$ cat src/rtl/rggen_rtl_pkg.sv
// Shared access/status encodings for the register interface, plus the
// selector's sequencing states.
package rggen_rtl_pkg;

  localparam int RGGEN_ACCESS_DATA_BIT = 0;

  typedef enum logic [1:0] {
    RGGEN_READ         = 2'b00,
    RGGEN_POSTED_WRITE = 2'b01,
    RGGEN_WRITE        = 2'b11
  } rggen_access;

  typedef enum logic [1:0] {
    RGGEN_OKAY         = 2'b00,
    RGGEN_EXOKAY       = 2'b01,
    RGGEN_SLAVE_ERROR  = 2'b10,
    RGGEN_DECODE_ERROR = 2'b11
  } rggen_status;

  typedef enum logic [1:0] {
    SEL_IDLE,
    SEL_DECODE,
    SEL_ACCESS,
    SEL_RESPONSE
  } rggen_selector_state;

endpackage

$ cat src/rtl/rggen_register_selector_if.sv
// Request/response bundle between the bus bridge (master) and the selector
// (slave); register-side select/ready travel with it.
interface rggen_register_selector_if
  import rggen_rtl_pkg::*;
#(
  parameter int WINDOWS = 4,
  parameter int WIDTH   = 8
);
  logic                 i_request_valid;
  logic                 o_request_ready;
  logic [WIDTH-1:0]     i_address;
  rggen_access          i_access;
  logic [WINDOWS-1:0]   i_additional_match;
  logic [WINDOWS-1:0]   o_select;
  rggen_access          o_access;
  logic [WINDOWS-1:0]   i_register_ready;
  logic                 o_response_valid;
  logic                 i_response_ready;
  rggen_status          o_response_status;

  modport master (
    output i_request_valid, i_address, i_access, i_additional_match,
           i_register_ready, i_response_ready,
    input  o_request_ready, o_select, o_access, o_response_valid,
           o_response_status
  );

  modport slave (
    input  i_request_valid, i_address, i_access, i_additional_match,
           i_register_ready, i_response_ready,
    output o_request_ready, o_select, o_access, o_response_valid,
           o_response_status
  );
endinterface

$ cat src/rtl/rggen_address_window_matcher.sv
// Combinational range/permission check of one address window.
module rggen_address_window_matcher #(
  parameter int             WIDTH         = 8,
  parameter int             LSB           = 0,
  parameter bit [WIDTH-1:0] START_ADDRESS = '0,
  parameter bit [WIDTH-1:0] END_ADDRESS   = '0,
  parameter bit             READABLE      = 1'b1,
  parameter bit             WRITABLE      = 1'b1
)(
  input  logic [WIDTH-1:0] i_address,
  input  logic             i_write,
  input  logic             i_additional_match,
  output logic             o_address_hit,
  output logic             o_access_ok
);
  localparam bit [WIDTH-LSB-1:0] START = START_ADDRESS[WIDTH-1:LSB];
  localparam bit [WIDTH-LSB-1:0] END   = END_ADDRESS[WIDTH-1:LSB];

  logic [WIDTH-LSB-1:0] addr;
  logic                 lower_ok;
  logic                 upper_ok;

  assign addr = i_address[WIDTH-1:LSB];

  // Open-ended bounds are tied off so no always-true compare is built.
  if (START == '0) begin : g_lower_open
    assign lower_ok = 1'b1;
  end else begin : g_lower
    assign lower_ok = addr >= START;
  end

  if (END == '1) begin : g_upper_open
    assign upper_ok = 1'b1;
  end else begin : g_upper
    assign upper_ok = addr <= END;
  end

  assign o_address_hit = i_additional_match && lower_ok && upper_ok;
  assign o_access_ok   = i_write ? WRITABLE : READABLE;
endmodule

$ cat src/rtl/rggen_register_selector.sv
// Registered multi-window selector: captures one access, decodes it with
// lowest-index priority, selects the hit window and returns a status.
module rggen_register_selector
  import rggen_rtl_pkg::*;
#(
  parameter int                             WINDOWS       = 4,
  parameter int                             WIDTH         = 8,
  parameter int                             LSB           = 0,
  parameter bit [WINDOWS-1:0][WIDTH-1:0]    START_ADDRESS = '0,
  parameter bit [WINDOWS-1:0][WIDTH-1:0]    END_ADDRESS   = '0,
  parameter bit [WINDOWS-1:0]               READABLE      = '1,
  parameter bit [WINDOWS-1:0]               WRITABLE      = '1,
  parameter int                             TIMEOUT       = 0
)(
  input  logic                      i_clk,
  input  logic                      i_rst_n,
  rggen_register_selector_if.slave  bus
);
  localparam int CW = (TIMEOUT > 0) ? $clog2(TIMEOUT + 1) : 1;

  rggen_selector_state state_q, state_d;
  logic [WIDTH-1:0]    address_q, address_d;
  rggen_access         access_q, access_d;
  logic [WINDOWS-1:0]  match_q, match_d;
  logic [WINDOWS-1:0]  select_q, select_d;
  rggen_status         status_q, status_d;
  logic [CW-1:0]       count_q, count_d;

  logic [WINDOWS-1:0]  address_hit;
  logic [WINDOWS-1:0]  access_ok;
  logic [WINDOWS-1:0]  winner;
  logic                register_done;
  logic                timed_out;

  for (genvar g = 0; g < WINDOWS; g++) begin : g_window
    rggen_address_window_matcher #(
      .WIDTH         (WIDTH),
      .LSB           (LSB),
      .START_ADDRESS (START_ADDRESS[g]),
      .END_ADDRESS   (END_ADDRESS[g]),
      .READABLE      (READABLE[g]),
      .WRITABLE      (WRITABLE[g])
    ) u_matcher (
      .i_address          (address_q),
      .i_write            (access_q[RGGEN_ACCESS_DATA_BIT]),
      .i_additional_match (match_q[g]),
      .o_address_hit      (address_hit[g]),
      .o_access_ok        (access_ok[g])
    );
  end

  // Isolate the lowest set hit bit: overlaps resolve to the lower index.
  assign winner        = address_hit & (~address_hit + WINDOWS'(1));
  assign register_done = |(bus.i_register_ready & select_q);
  assign timed_out     = (TIMEOUT > 0) && (count_q == CW'(TIMEOUT));

  always_comb begin
    state_d   = state_q;
    address_d = address_q;
    access_d  = access_q;
    match_d   = match_q;
    select_d  = select_q;
    status_d  = status_q;
    count_d   = count_q;
    case (state_q)
      SEL_IDLE: begin
        if (bus.i_request_valid) begin
          address_d = bus.i_address;
          access_d  = bus.i_access;
          match_d   = bus.i_additional_match;
          state_d   = SEL_DECODE;
        end
      end
      SEL_DECODE: begin
        if (winner == '0) begin
          status_d = RGGEN_DECODE_ERROR;
          state_d  = SEL_RESPONSE;
        end else if ((winner & access_ok) == '0) begin
          status_d = RGGEN_SLAVE_ERROR;
          state_d  = SEL_RESPONSE;
        end else begin
          select_d = winner;
          count_d  = '0;
          state_d  = SEL_ACCESS;
        end
      end
      SEL_ACCESS: begin
        // Ready is checked first so a same-cycle timeout still completes OKAY.
        if (register_done) begin
          status_d = RGGEN_OKAY;
          select_d = '0;
          state_d  = SEL_RESPONSE;
        end else if (timed_out) begin
          status_d = RGGEN_SLAVE_ERROR;
          select_d = '0;
          state_d  = SEL_RESPONSE;
        end else if (count_q != CW'(TIMEOUT)) begin
          count_d = count_q + CW'(1);
        end
      end
      SEL_RESPONSE: begin
        if (bus.i_response_ready) begin
          state_d = SEL_IDLE;
        end
      end
      default: state_d = SEL_IDLE;
    endcase
  end

  always_ff @(posedge i_clk or negedge i_rst_n) begin
    if (!i_rst_n) begin
      state_q   <= SEL_IDLE;
      address_q <= '0;
      access_q  <= RGGEN_READ;
      match_q   <= '0;
      select_q  <= '0;
      status_q  <= RGGEN_OKAY;
      count_q   <= '0;
    end else begin
      state_q   <= state_d;
      address_q <= address_d;
      access_q  <= access_d;
      match_q   <= match_d;
      select_q  <= select_d;
      status_q  <= status_d;
      count_q   <= count_d;
    end
  end

  assign bus.o_request_ready   = (state_q == SEL_IDLE);
  assign bus.o_select          = select_q;
  assign bus.o_access          = access_q;
  assign bus.o_response_valid  = (state_q == SEL_RESPONSE);
  assign bus.o_response_status = status_q;
endmodule

$ cat src/flat_wrapper.sv
// flat-port wrapper written by rule: the top's interface ports become plain ports
module rggen_register_selector_flat import rggen_rtl_pkg::*;
#(
  parameter int                             WINDOWS       = 4,
  parameter int                             WIDTH         = 8,
  parameter int                             LSB           = 0,
  parameter bit [WINDOWS-1:0][WIDTH-1:0]    START_ADDRESS = '0,
  parameter bit [WINDOWS-1:0][WIDTH-1:0]    END_ADDRESS   = '0,
  parameter bit [WINDOWS-1:0]               READABLE      = '1,
  parameter bit [WINDOWS-1:0]               WRITABLE      = '1,
  parameter int                             TIMEOUT       = 0
)
  (i_clk, i_rst_n, bus_i_request_valid, bus_i_address, bus_i_access, bus_i_additional_match, bus_i_register_ready, bus_i_response_ready, bus_o_request_ready, bus_o_select, bus_o_access, bus_o_response_valid, bus_o_response_status);
  rggen_register_selector_if #(.WINDOWS(WINDOWS), .WIDTH(WIDTH)) bus_i ();
  input  logic i_clk;
  input  logic i_rst_n;
  input wire logic [$bits(bus_i.i_request_valid)-1:0] bus_i_request_valid;
  input wire logic [$bits(bus_i.i_address)-1:0] bus_i_address;
  input wire logic [$bits(bus_i.i_access)-1:0] bus_i_access;
  input wire logic [$bits(bus_i.i_additional_match)-1:0] bus_i_additional_match;
  input wire logic [$bits(bus_i.i_register_ready)-1:0] bus_i_register_ready;
  input wire logic [$bits(bus_i.i_response_ready)-1:0] bus_i_response_ready;
  output wire logic [$bits(bus_i.o_request_ready)-1:0] bus_o_request_ready;
  output wire logic [$bits(bus_i.o_select)-1:0] bus_o_select;
  output wire logic [$bits(bus_i.o_access)-1:0] bus_o_access;
  output wire logic [$bits(bus_i.o_response_valid)-1:0] bus_o_response_valid;
  output wire logic [$bits(bus_i.o_response_status)-1:0] bus_o_response_status;
  assign bus_i.i_request_valid = bus_i_request_valid;
  assign bus_i.i_address = bus_i_address;
  assign bus_i.i_access = bus_i_access;
  assign bus_i.i_additional_match = bus_i_additional_match;
  assign bus_i.i_register_ready = bus_i_register_ready;
  assign bus_i.i_response_ready = bus_i_response_ready;
  assign bus_o_request_ready = bus_i.o_request_ready;
  assign bus_o_select = bus_i.o_select;
  assign bus_o_access = bus_i.o_access;
  assign bus_o_response_valid = bus_i.o_response_valid;
  assign bus_o_response_status = bus_i.o_response_status;
  rggen_register_selector #(.WINDOWS(WINDOWS), .WIDTH(WIDTH), .LSB(LSB), .START_ADDRESS(START_ADDRESS), .END_ADDRESS(END_ADDRESS), .READABLE(READABLE), .WRITABLE(WRITABLE), .TIMEOUT(TIMEOUT)) u_core (.i_clk(i_clk), .i_rst_n(i_rst_n), .bus(bus_i));
endmodule
$ cat config.mk
export PLATFORM = sky130hd
export DESIGN_NAME = rggen_register_selector_flat
export DESIGN_NICKNAME = d
export VERILOG_FILES = /design/src/rtl/rggen_rtl_pkg.sv /design/src/rtl/rggen_register_selector_if.sv /design/src/rtl/rggen_address_window_matcher.sv /design/src/rtl/rggen_register_selector.sv /design/src/flat_wrapper.sv
export SDC_FILE = /design/constraint.sdc
export NUM_CORES = 1
export LEC_CHECK = 0
export ABC_AREA = 0
export BUFFER_PORTS_ARGS = -buffer_cell sky130_fd_sc_hd__buf_2
export CORE_UTILIZATION = 49
export CTS_BUF_LIST = sky130_fd_sc_hd__clkbuf_8 sky130_fd_sc_hd__clkbuf_16
export DETAILED_ROUTE_END_ITERATION = 8
export GPL_ROUTABILITY_DRIVEN = 1
export HOLD_SLACK_MARGIN = 0.12
export PLACE_DENSITY_LB_ADDON = 0.15
export SYNTH_ARGS = -nofsm -noshare
export SYNTH_HDL_FRONTEND = slang
export SYNTH_SLANG_ARGS = --single-unit
$ cat constraint.sdc
create_clock -name i_clk -period 2.5 [get_ports i_clk]
set_input_delay 0.25 -clock i_clk [delete_from_list [all_inputs] [get_ports i_clk]]
set_output_delay 0.25 -clock i_clk [all_outputs]
set_load 0.02 [all_outputs]
==> impl_metrics.env, run 1 <==
export IMPL_status="complete, no violations"
export IMPL_worstPathMaxFanout=4
export IMPL_drive_above_1_share_pct=49.5
export IMPL_route_detailed_drc=0
export IMPL_worstPathRequired_ns=2.64
export IMPL_final_common_cell="buf_2"
export IMPL_crit_chain="or4_4 > o31ai_4 > nand2_2 > mux2_1"
export IMPL_die_x_um=47.2
export IMPL_grt_pass1_wl_um=2590
export IMPL_grtUsageTotal_pct=17.4
export IMPL_initial_utilization_pct=55.0
export IMPL_dpl_hpwl_um=1250
export IMPL_setup_viol=0
export IMPL_cts_buffers=3
export IMPL_die_h_um=47.2
export IMPL_syn_avg_cell_area_um2=13.2
export IMPL_ys_seq_area_share_pct=52.5
export IMPL_cts_hold_fix_buffers=1
export IMPL_cts_root_buf="clkbuf_8"
export IMPL_clockBufferDepth=2
export IMPL_final_util_pct=67.3
export IMPL_port_buffers=31
export IMPL_vias=693
export IMPL_min_path_type="input port to register"
export IMPL_crit_type="register to register"
export IMPL_setup_tns_ns=0
export IMPL_syn_inst=76
export IMPL_drtIter0Drc=13
export IMPL_rsz0062_at_grt="no"
export IMPL_grt_overflow=0
export IMPL_worst_setup_path_start_kind="register"
export IMPL_vdd_drop_max_mv=0.687
export IMPL_period_minus_slack_ns=1.80
export IMPL_reg2reg_slack_ns=0.70
export IMPL_post_drt_wl_per_cell_um=12.0
export IMPL_cts_max_level=1
export IMPL_fp_row_count=15
export IMPL_post_route_period_util_pct=72.1
export IMPL_first_pass_iters=6
export IMPL_final_max_slew_viol_count=0
export IMPL_via_per_inst=5.17
export IMPL_path_clk_slew_ns=0.07
export IMPL_cts_tree="built"
export IMPL_min_path_cells=2
export IMPL_slowest_stage="or4_4"
export IMPL_cts_setup_buffers=0
export IMPL_layout_common_cells="31 x buf_2, 21 x dfrtp_1, 14 x mux2_2, 4 x inv_1, 4 x ha_1"
export IMPL_power_density_mw_per_mm2=1100
export IMPL_setup_worst_path_end_class="register"
export IMPL_fin_nets=136
export IMPL_core_mm2=0.00182
export IMPL_maxCapViolations=0
export IMPL_first_global_vias=674
export IMPL_antenna_found_initial=0
export IMPL_rr_endpoint="u_core.bus.o_select[2]$_DFFE_PN0P_"
export IMPL_min_from="bus_i_address[3]"
export IMPL_ant_nets=0
export IMPL_yosys_warnings=0
export IMPL_cpPeakStageDelay_ns=0.56
export IMPL_diodes=0
export IMPL_fin_hold_ws_ns=0.218
export IMPL_fin_skew_ns=0.00168
export IMPL_relSlewSlack_pct=57.4
export IMPL_clk_latency_ns=0.26
export IMPL_arrival_ns=1.95
export IMPL_ys_types=27
export IMPL_routed_wl_um=1610
export IMPL_r2r_cells=4
export IMPL_fmax_mhz=555
export IMPL_hold_end="u_core.address_q[3]$_DFFE_PN0P_"
export IMPL_num_fill_cells=172
export IMPL_synth_area_mm2=0.00100
export IMPL_tightest_slew_ns=0.633
export IMPL_cts_sinks=21
export IMPL_hold_viol=0
export IMPL_area_delta_synth_final_pct=22.4
export IMPL_io_pins=32
export IMPL_ys_ff_latch=21
export IMPL_dieArea_mm2=0.00223
export IMPL_grt_max_degree=22
export IMPL_place_congestion=0.818
export IMPL_ctsResizeCount=0
export IMPL_r2r_start="u_core.address_q[4]$_DFFE_PN0P_"
export IMPL_postSynthNetCount=102
export IMPL_power_leakage_uw=0.000616
[cell usage after synthesis]
| cell type | number | area share [%] |
|---|---|---|
| a21bo_2 | 1 | 1.0 |
| a21boi_0 | 2 | 1.5 |
| a21oi_1 | 1 | 0.50 |
| a221oi_1 | 1 | 0.88 |
| a222oi_1 | 1 | 1.0 |
| a32oi_1 | 1 | 0.88 |
| and3_1 | 1 | 0.63 |
| and3b_1 | 1 | 0.88 |
| and4b_1 | 1 | 1.0 |
| buf_1 | 1 | 0.37 |
| buf_4 | 2 | 1.5 |
| dfrtp_1 | 21 | 52 |
| ha_1 | 4 | 5.0 |
| inv_1 | 4 | 1.5 |
| mux2_1 | 3 | 3.4 |
| mux2_2 | 14 | 16 |
| mux2i_1 | 1 | 1.0 |
| nand2_1 | 2 | 0.75 |
| nand2_2 | 1 | 0.63 |
| nand4_1 | 1 | 0.63 |
| nor2_1 | 3 | 1.1 |
| nor2b_1 | 1 | 0.63 |
| nor3_1 | 2 | 1.0 |
| nor4_1 | 1 | 0.63 |
| o21ai_0 | 2 | 1.0 |
| o31ai_4 | 1 | 2.1 |
| or4_4 | 2 | 2.2 |
[critical path, delay by kind of cell, from the launching register on]
family	cells	cell delay (ns)
mux	1	0.32
simple gates	2	0.68
flops	1	0.38
compound gates	1	0.30
[area by class of cell]
| type | instances | area, um2 | area share, % |
|---|---|---|---|
| multi-input cells | 48 | 442 | 36.1 |
| well taps | 25 | 31.3 | 2.55 |
| inverters | 4 | 15.0 | 1.23 |
| flip-flops and latches | 21 | 526 | 42.9 |
| clock inverters | 1 | 5.00 | 0.409 |
| repair buffers | 32 | 165 | 13.5 |
| clock buffers | 3 | 41.3 | 3.37 |
[kinds of logic (layout without fill, tap and decap cells)]
kind of cell / count (synthesis) / after routing / synth area share (%)
flip-flops: 21 / 21 / 52.5
multiplexers: 18 / 18 / 20.1
AND/OR/NAND/NOR: 16 / 16 / 10.1
AO/OA/AOI/OAI: 10 / 10 / 8.87
buffers and inverters: 7 / 40 / 3.37
adder cells (fa/ha/maj): 4 / 4 / 5.00
[per-stage QoR]
step                power (uW)  cells  area [um2]  setup slack (ns)
floorplan                 1020     76        1000             0.749
global placement          1130    129        1170             0.719
detailed placement        1140    129        1170             0.701
CTS                       1370    134        1220             0.680
global route              1450    134        1220             0.561
finish                    1350    134        1220             0.697
[metal layers]
layer	global-route usage, %	routed length, um
met5	0	0
met3	3.46	82
met4	12.0	37
met1	18.4	718
met2	30.8	770
[registers in the layout, summed over array words and instances, names as in the netlist]
signal and flops:
u_core.state_q 2, u_core.match_q 4, u_core.bus.o_response_status 1, u_core.bus.o_select 4
u_core.bus.o_access 2, u_core.address_q 8
[worst max-delay path by stage]
stage	from	to	slack [ns]	cells past startpoint
finish	u_core.address_q[4]$_DFFE_PN0P_	u_core.bus.o_select[2]$_DFFE_PN0P_	0.70	4
global route	u_core.state_q[0]$_DFFE_PN0P_	u_core.state_q[0]$_DFFE_PN0P_	0.56	6
CTS	u_core.address_q[4]$_DFFE_PN0P_	u_core.bus.o_select[1]$_DFFE_PN0P_	0.68	4
detailed placement	u_core.address_q[4]$_DFFE_PN0P_	u_core.bus.o_select[1]$_DFFE_PN0P_	0.70	4
global placement	u_core.state_q[0]$_DFFE_PN0P_	u_core.state_q[0]$_DFFE_PN0P_	0.72	6
floorplan	u_core.state_q[0]$_DFFE_PN0P_	u_core.address_q[2]$_DFFE_PN0P_	0.75	5
[power by group]
part	switching, uW	internal [uW]
Combinational	283	275
Sequential	89.6	482
Clock	107	111
Note: power is estimated with default switching activity, not from simulation.
==> run 2: changes to the inputs <==
==> constraint.sdc (replaced) <==
create_clock -name i_clk -period 1.74 [get_ports i_clk]
set_input_delay 0.174 -clock i_clk [delete_from_list [all_inputs] [get_ports i_clk]]
set_output_delay 0.174 -clock i_clk [all_outputs]
set_load 0.02 [all_outputs]
==> run 2 against run 1 <==
  * Critical path depth stayed put
  * Via count is 6.3% higher
  * First-iteration DRC count shrank 7.7%
  * Critical endpoint is now u_core.bus.o_select[1]$_DFFE_PN0P_
  * Die area unchanged
  * The flow now finishes with violations (negative setup slack)
  * Combinational power increased by 75%
  * Non-clock buffer count is 8 higher
  * Sequential cell count unchanged
  * Highest routed layer unchanged
==> impl_metrics.env, run 2 (synthesis results as in run 1) <==
export IMPL_status="finished, violations left"
export IMPL_violations="negative setup slack"
export IMPL_dieArea_mm2=0.00223
export IMPL_p_clk_share_pct=14.4
export IMPL_fin_skew_ns=0.00448
export IMPL_maxCapViolations=0
export IMPL_min_path_cells=2
export IMPL_dpl_cell_area_mm2=0.00121
export IMPL_min_path_type="input port to register"
export IMPL_path_buf_inv=0
export IMPL_slowest_stage="or4_4"
export IMPL_ant_nets=0
export IMPL_post_route_period_util_pct=103
export IMPL_p_switching_uw=749
export IMPL_vdd_drop_max_mv=0.917
export IMPL_worstPathMaxFanout=4
export IMPL_relSlewSlack_pct=70.1
export IMPL_final_common_cell="buf_2"
export IMPL_final_max_slew_viol_count=0
export IMPL_core_mm2=0.00182
export IMPL_routed_wl_um=1830
export IMPL_hold_viol=0
export IMPL_path_clk_slew_ns=0.07
export IMPL_vias=737
export IMPL_critical_path_top_delay_family="simple AND/OR/NAND/NOR gates"
export IMPL_largest_reg_flops=8
export IMPL_route_detailed_drc=0
export IMPL_grtUsageMet2_pct=32.5
export IMPL_initial_utilization_pct=55.0
export IMPL_worst_setup_path_start_kind="register"
export IMPL_min_from="bus_i_access[1]"
export IMPL_clockBufferDepth=2
export IMPL_grt_pass1_wl_um=2730
export IMPL_grt_max_degree=22
export IMPL_setup_tns_ns=-0.130
export IMPL_fmax_mhz=558
export IMPL_setup_worst_path_end_class="register"
export IMPL_cts_sinks=21
export IMPL_rr_endpoint="u_core.bus.o_select[1]$_DFFE_PN0P_"
export IMPL_reg2reg_slack_ns=-0.05
export IMPL_cts_buffers=3
export IMPL_cpPeakStageDelay_ns=0.56
export IMPL_area_delta_synth_final_pct=30.1
export IMPL_use_met1_pct=20.5
export IMPL_period_minus_slack_ns=1.79
export IMPL_cts_tree="built"
export IMPL_antenna_found_initial=0
export IMPL_drtIter0Drc=12
export IMPL_tightest_slew_ns=0.449
export IMPL_worstPathRequired_ns=1.88
export IMPL_place_congestion=0.723
export IMPL_grtUsageTotal_pct=18.5
export IMPL_power_leakage_uw=0.000662
export IMPL_post_drt_wl_per_cell_um=12.9
export IMPL_regMostFlops="u_core.address_q"
export IMPL_power_internal_uw=1350
export IMPL_top_usage_layer="met2"
export IMPL_finish_instance_area_mm2=0.00130
export IMPL_die_h_um=47.2
export IMPL_via_per_inst=5.19
export IMPL_rsz0062_at_grt="yes"
export IMPL_cp_num_cells=4
export IMPL_crit_chain="or4_4 > o31ai_4 > nand2_2 > mux2_1"
export IMPL_first_pass_iters=4
export IMPL_sw_frac_of_total_pct=35.7
export IMPL_use_met3_pct=4.62
export IMPL_r2r_start="u_core.address_q[2]$_DFFE_PN0P_"
export IMPL_clk_latency_ns=0.25
export IMPL_power_density_mw_per_mm2=1610
export IMPL_setup_ws_ns=-0.0514
export IMPL_power_frac_comb_pct=46.4
export IMPL_drive_above_1_share_pct=54.7
export IMPL_arrival_ns=1.93
export IMPL_fin_nets=144
export IMPL_crit_type="register to register"
export IMPL_seq_power_share_pct=39.1
export IMPL_diodes=0
export IMPL_fin_hold_ws_ns=0.146
export IMPL_port_buffers=31
export IMPL_cts_max_level=1
export IMPL_num_fill_cells=142
export IMPL_grt_overflow=0
export IMPL_fp_row_count=15
export IMPL_layout_common_cells="31 x buf_2, 21 x dfrtp_1, 14 x mux2_2, 8 x buf_4, 5 x inv_1"
export IMPL_r2r_cells=4
export IMPL_hold_end="u_core.bus.o_access[1]$_DFFE_PN0P_"
export IMPL_die_x_um=47.2
export IMPL_io_pins=32
export IMPL_first_global_vias=674
export IMPL_dpl_hpwl_um=1360
export IMPL_cts_root_buf="clkbuf_8"
export IMPL_setup_viol=3
-- run 2: changes by cell type in the layout (fill, tap and decap cells not counted) --
cell | before | now
mux2_4 | 0 | 2
nor3_4 | 0 | 1
mux2_1 | 3 | 1
nor3_1 | 2 | 1
clkinv_2 | 1 | 0
inv_1 | 4 | 5
buf_4 | 0 | 8
-- run 2: power groups by stage --
stage | clock, uW | sequential (uW) | combinational (uW)
2_1_floorplan | 0 | 823 | 651
3_3_place_gp | 0 | 819 | 890
3_5_place_dp | 0 | 832 | 918
4_1_cts | 314 | 822 | 927
5_1_grt | 335 | 849 | 1060
6_report | 303 | 822 | 975
-- run 2: how the worst max path moves through the flow --
stage | start | endpoint | slack, ns
6_report | u_core.address_q[2]$_DFFE_PN0P_ | u_core.bus.o_select[1]$_DFFE_PN0P_ | -0.05
5_1_grt | u_core.address_q[2]$_DFFE_PN0P_ | u_core.bus.o_select[1]$_DFFE_PN0P_ | -0.1
4_1_cts | u_core.address_q[5]$_DFFE_PN0P_ | u_core.bus.o_select[2]$_DFFE_PN0P_ | -0.04
3_5_place_dp | u_core.address_q[4]$_DFFE_PN0P_ | u_core.bus.o_select[3]$_DFFE_PN0P_ | -0.04
3_3_place_gp | u_core.address_q[4]$_DFFE_PN0P_ | u_core.bus.o_select[1]$_DFFE_PN0P_ | -0.006
2_1_floorplan | u_core.address_q[4]$_DFFE_PN0P_ | u_core.bus.o_select[1]$_DFFE_PN0P_ | 0.003
-- run 2: layout make-up --
type	instances	area, um2	share of cell area, %
flip-flops and latches	21	526	40.3
multi-input cells	48	460	35.4
inverters	4	15.0	1.15
repair buffers	40	225	17.3
clock inverters	1	3.75	0.288
well taps	25	31.3	2.40
clock buffers	3	41.3	3.17
-- run 2: metal layers --
metal  share of wire, %  vias to the layer above  wire length, um
met2                 53                       26              964
li1                   -                      355                -
met5                  0                        -                0
met4                1.1                        0               20
met1                 42                      354              768
met3                4.4                        2               80
-- run 2: worst register-to-register path, stage by stage (launching register included) --
cell	delay [ns]
dfrtp_1	0.39
or4_4	0.56
o31ai_4	0.26
nand2_2	0.13
mux2_1	0.33
-- run 2: what timing repair did --
item / in CTS / in global routing
endpoints found under the hold margin: 21 / 0
setup buffers: 0 / 2
setup endpoints to repair: 3 / 6
resized for setup: 1 / 3
pin swaps: 2 / 2
hold buffers: 1 / 0
-- run 2: stage by stage --
| step | cells | setup slack (ns) | power [uW] | utilization, % |
|---|---|---|---|---|
| floorplan | 76 | 0.00350 | 1470 | - |
| global placement | 135 | -0.00589 | 1710 | 66.7 |
| detailed placement | 135 | -0.0367 | 1750 | 66.7 |
| CTS | 140 | -0.0379 | 2060 | 69.9 |
| global route | 142 | -0.0994 | 2240 | 71.5 |
| finish | 142 | -0.0514 | 2100 | 71.5 |
==> run 3: changes to the inputs <==
--- a/config.mk
+++ b/config.mk
@@ -13,6 +13,7 @@
 export GPL_ROUTABILITY_DRIVEN = 1
 export HOLD_SLACK_MARGIN = 0.12
 export PLACE_DENSITY_LB_ADDON = 0.15
+export REMOVE_ABC_BUFFERS = 1
 export SYNTH_ARGS = -nofsm -noshare
 export SYNTH_HDL_FRONTEND = slang
 export SYNTH_SLANG_ARGS = --single-unit
==> run 3 against run 2 <==
  * The flow still finishes with violations (negative setup slack)
  * Clock power increased by 2%
  * Fmax increased by 1.8%
  * Register-to-register slack better by 0.03 ns
  * Via count decreased by 2.8%
  * Final cell count is 2.1% lower
  * Critical path depth stayed put
  * Routed wire length is 0.71% higher
  * Sequential power is 1% higher
  * Total power decreased by 1.4%
  * Non-clock buffer count fell by 3
  * Largest power group unchanged
==> impl_metrics.env, run 3 (synthesis results as in run 1) <==
export IMPL_status="finished, violations left"
export IMPL_violations="negative setup slack"
export IMPL_dpl_hpwl_um=1370
export IMPL_grt_overflow=0
export IMPL_die_x_um=47.2
export IMPL_slowest_stage="or4_4"
export IMPL_rsz0062_at_grt="yes"
export IMPL_relSlewSlack_pct=67.1
export IMPL_grtUsageTotal_pct=19.0
export IMPL_fin_nets=141
export IMPL_antenna_found_initial=0
export IMPL_regMostFlops="u_core.address_q"
export IMPL_drtIter0Drc=4
export IMPL_route_detailed_drc=0
export IMPL_power_leakage_uw=0.000644
export IMPL_area_delta_synth_final_pct=27.1
export IMPL_setup_worst_path_end_class="register"
export IMPL_finish_instance_area_mm2=0.00127
export IMPL_clk_latency_ns=0.25
export IMPL_final_max_slew_viol_count=0
export IMPL_vias=716
export IMPL_fmax_mhz=568
export IMPL_worstPathRequired_ns=1.88
export IMPL_vdd_drop_max_mv=1.01
export IMPL_min_path_type="input port to register"
export IMPL_dpl_cell_area_mm2=0.00121
export IMPL_place_congestion=0.717
export IMPL_worstPathMaxFanout=4
export IMPL_ant_nets=0
export IMPL_period_minus_slack_ns=1.76
export IMPL_multi_input_area_um2=452
export IMPL_critical_path_top_delay_family="simple AND/OR/NAND/NOR gates"
export IMPL_num_fill_cells=141
export IMPL_cts_buffers=3
export IMPL_setup_viol=3
export IMPL_path_buf_inv=0
export IMPL_setup_ws_ns=-0.0202
export IMPL_core_mm2=0.00182
export IMPL_cts_tree="built"
export IMPL_cpPeakStageDelay_ns=0.56
export IMPL_fp_row_count=15
export IMPL_first_global_vias=681
export IMPL_io_pins=32
export IMPL_grt_pass1_wl_um=2800
export IMPL_worst_setup_path_start_kind="register"
export IMPL_largest_reg_flops=8
export IMPL_path_clk_slew_ns=0.07
export IMPL_placedCellCount=134
export IMPL_crit_type="register to register"
export IMPL_port_buffers=31
export IMPL_first_pass_iters=4
export IMPL_grt_max_degree=22
export IMPL_layout_common_cells="31 x buf_2, 21 x dfrtp_1, 14 x mux2_2, 5 x buf_4"
export IMPL_ff_latch_area_um2=526
export IMPL_dieArea_mm2=0.00223
export IMPL_routed_wl_um=1850
export IMPL_hold_viol=0
export IMPL_crit_chain="or4_4 > o31ai_4 > nand2_2 > mux2_1"
export IMPL_final_common_cell="buf_2"
export IMPL_layout_cells_non_filler=139
export IMPL_initial_utilization_pct=55.0
export IMPL_fin_skew_ns=0.00102
export IMPL_diodes=0
export IMPL_drive_above_1_share_pct=53.5
export IMPL_cts_sinks=21
export IMPL_cts_max_level=1
export IMPL_cts_root_buf="clkbuf_8"
export IMPL_post_drt_wl_per_cell_um=13.3
export IMPL_power_density_mw_per_mm2=1630
export IMPL_tightest_slew_ns=0.493
export IMPL_clockBufferDepth=2
export IMPL_post_route_period_util_pct=101
export IMPL_maxCapViolations=0
export IMPL_die_h_um=47.2
export IMPL_arrival_ns=1.90
export IMPL_via_per_inst=5.15
## run 3: cell types whose count changed in the layout (fill, tap and decap cells not counted), moves of 2 or more
cell | previous run | this run
a21boi_1 | 0 | 2
mux2_4 | 2 | 0
buf_4 | 8 | 5
a21boi_0 | 2 | 0
mux2_1 | 1 | 3
## run 3: per-layer routing
metal | global-route usage [%] | share of wire (%) | vias to the layer above
met5 | 0 | 0 | -
met4 | 8.57 | 0.65 | 0
met3 | 4.62 | 3.7 | 2
met2 | 32.2 | 53 | 20
met1 | 22.7 | 42 | 342
li1 | - | - | 352
## run 3: area by class of cell
cell class / count / area share [%]
Timing Repair Buffer: 37 / 15.9
Clock inverter: 1 / 0.393
Multi-Input combinational cell: 48 / 35.5
Sequential cell: 21 / 41.3
Clock buffer: 3 / 3.24
Inverter: 4 / 1.18
Tap cell: 25 / 2.46
## run 3: per-stage QoR
step                worst slack (ns)  hold WS [ns]  TNS [ns]  utilization [%]  power [uW]
finish                       -0.0202         0.147   -0.0324             69.9        2070
global placement            -0.00264         0.146  -0.00633             66.3        1690
CTS                          -0.0345         0.142   -0.0817             69.3        2060
detailed placement           -0.0460         0.147    -0.122             66.3        1740
floorplan                    0.00350        -0.122         0                -        1440
global route                 -0.0780         0.143    -0.211             69.9        2220
## run 3: final timing paths
check | end | slack [ns] | cells past startpoint | from
setup / recovery | u_core.bus.o_select[3]$_DFFE_PN0P_ | -0.02 | 4 | u_core.address_q[0]$_DFFE_PN0P_
hold / removal | u_core.address_q[4]$_DFFE_PN0P_ | 0.15 | 2 | bus_i_address[4]
setup reg to reg | u_core.bus.o_select[3]$_DFFE_PN0P_ | -0.02 | 4 | u_core.address_q[0]$_DFFE_PN0P_
hold reg to reg | u_core.bus.o_access[0]$_DFFE_PN0P_ | 0.50 | 1 | u_core.bus.o_access[0]$_DFFE_PN0P_
max in group asynchronous | u_core.bus.o_select[3]$_DFFE_PN0P_ | 1.03 | 2 | i_rst_n
min in group asynchronous | u_core.match_q[2]$_DFFE_PN0P_ | 0.40 | 2 | i_rst_n
## run 3: worst reg2reg max path, stage by stage (launching register included)
cell and delay [ns]:
dfrtp_1 0.38, or4_4 0.56, o31ai_4 0.26, nand2_2 0.12, mux2_1 0.33
## run 3: report_power, final
part	internal [uW]	switching [uW]	total, uW	leakage, uW
Combinational	473	457	930	0.000364
Clock	159	150	309	0.0000255
Sequential	693	137	830	0.000255
Total	1330	744	2070	0.000644
## run 3: repair_timing
item,CTS,global route
hold endpoints to repair,21,0
endpoints found under the setup margin,3,5
pin swaps,1,0
resized for setup,0,4
setup buffers,0,0
hold buffers,1,0
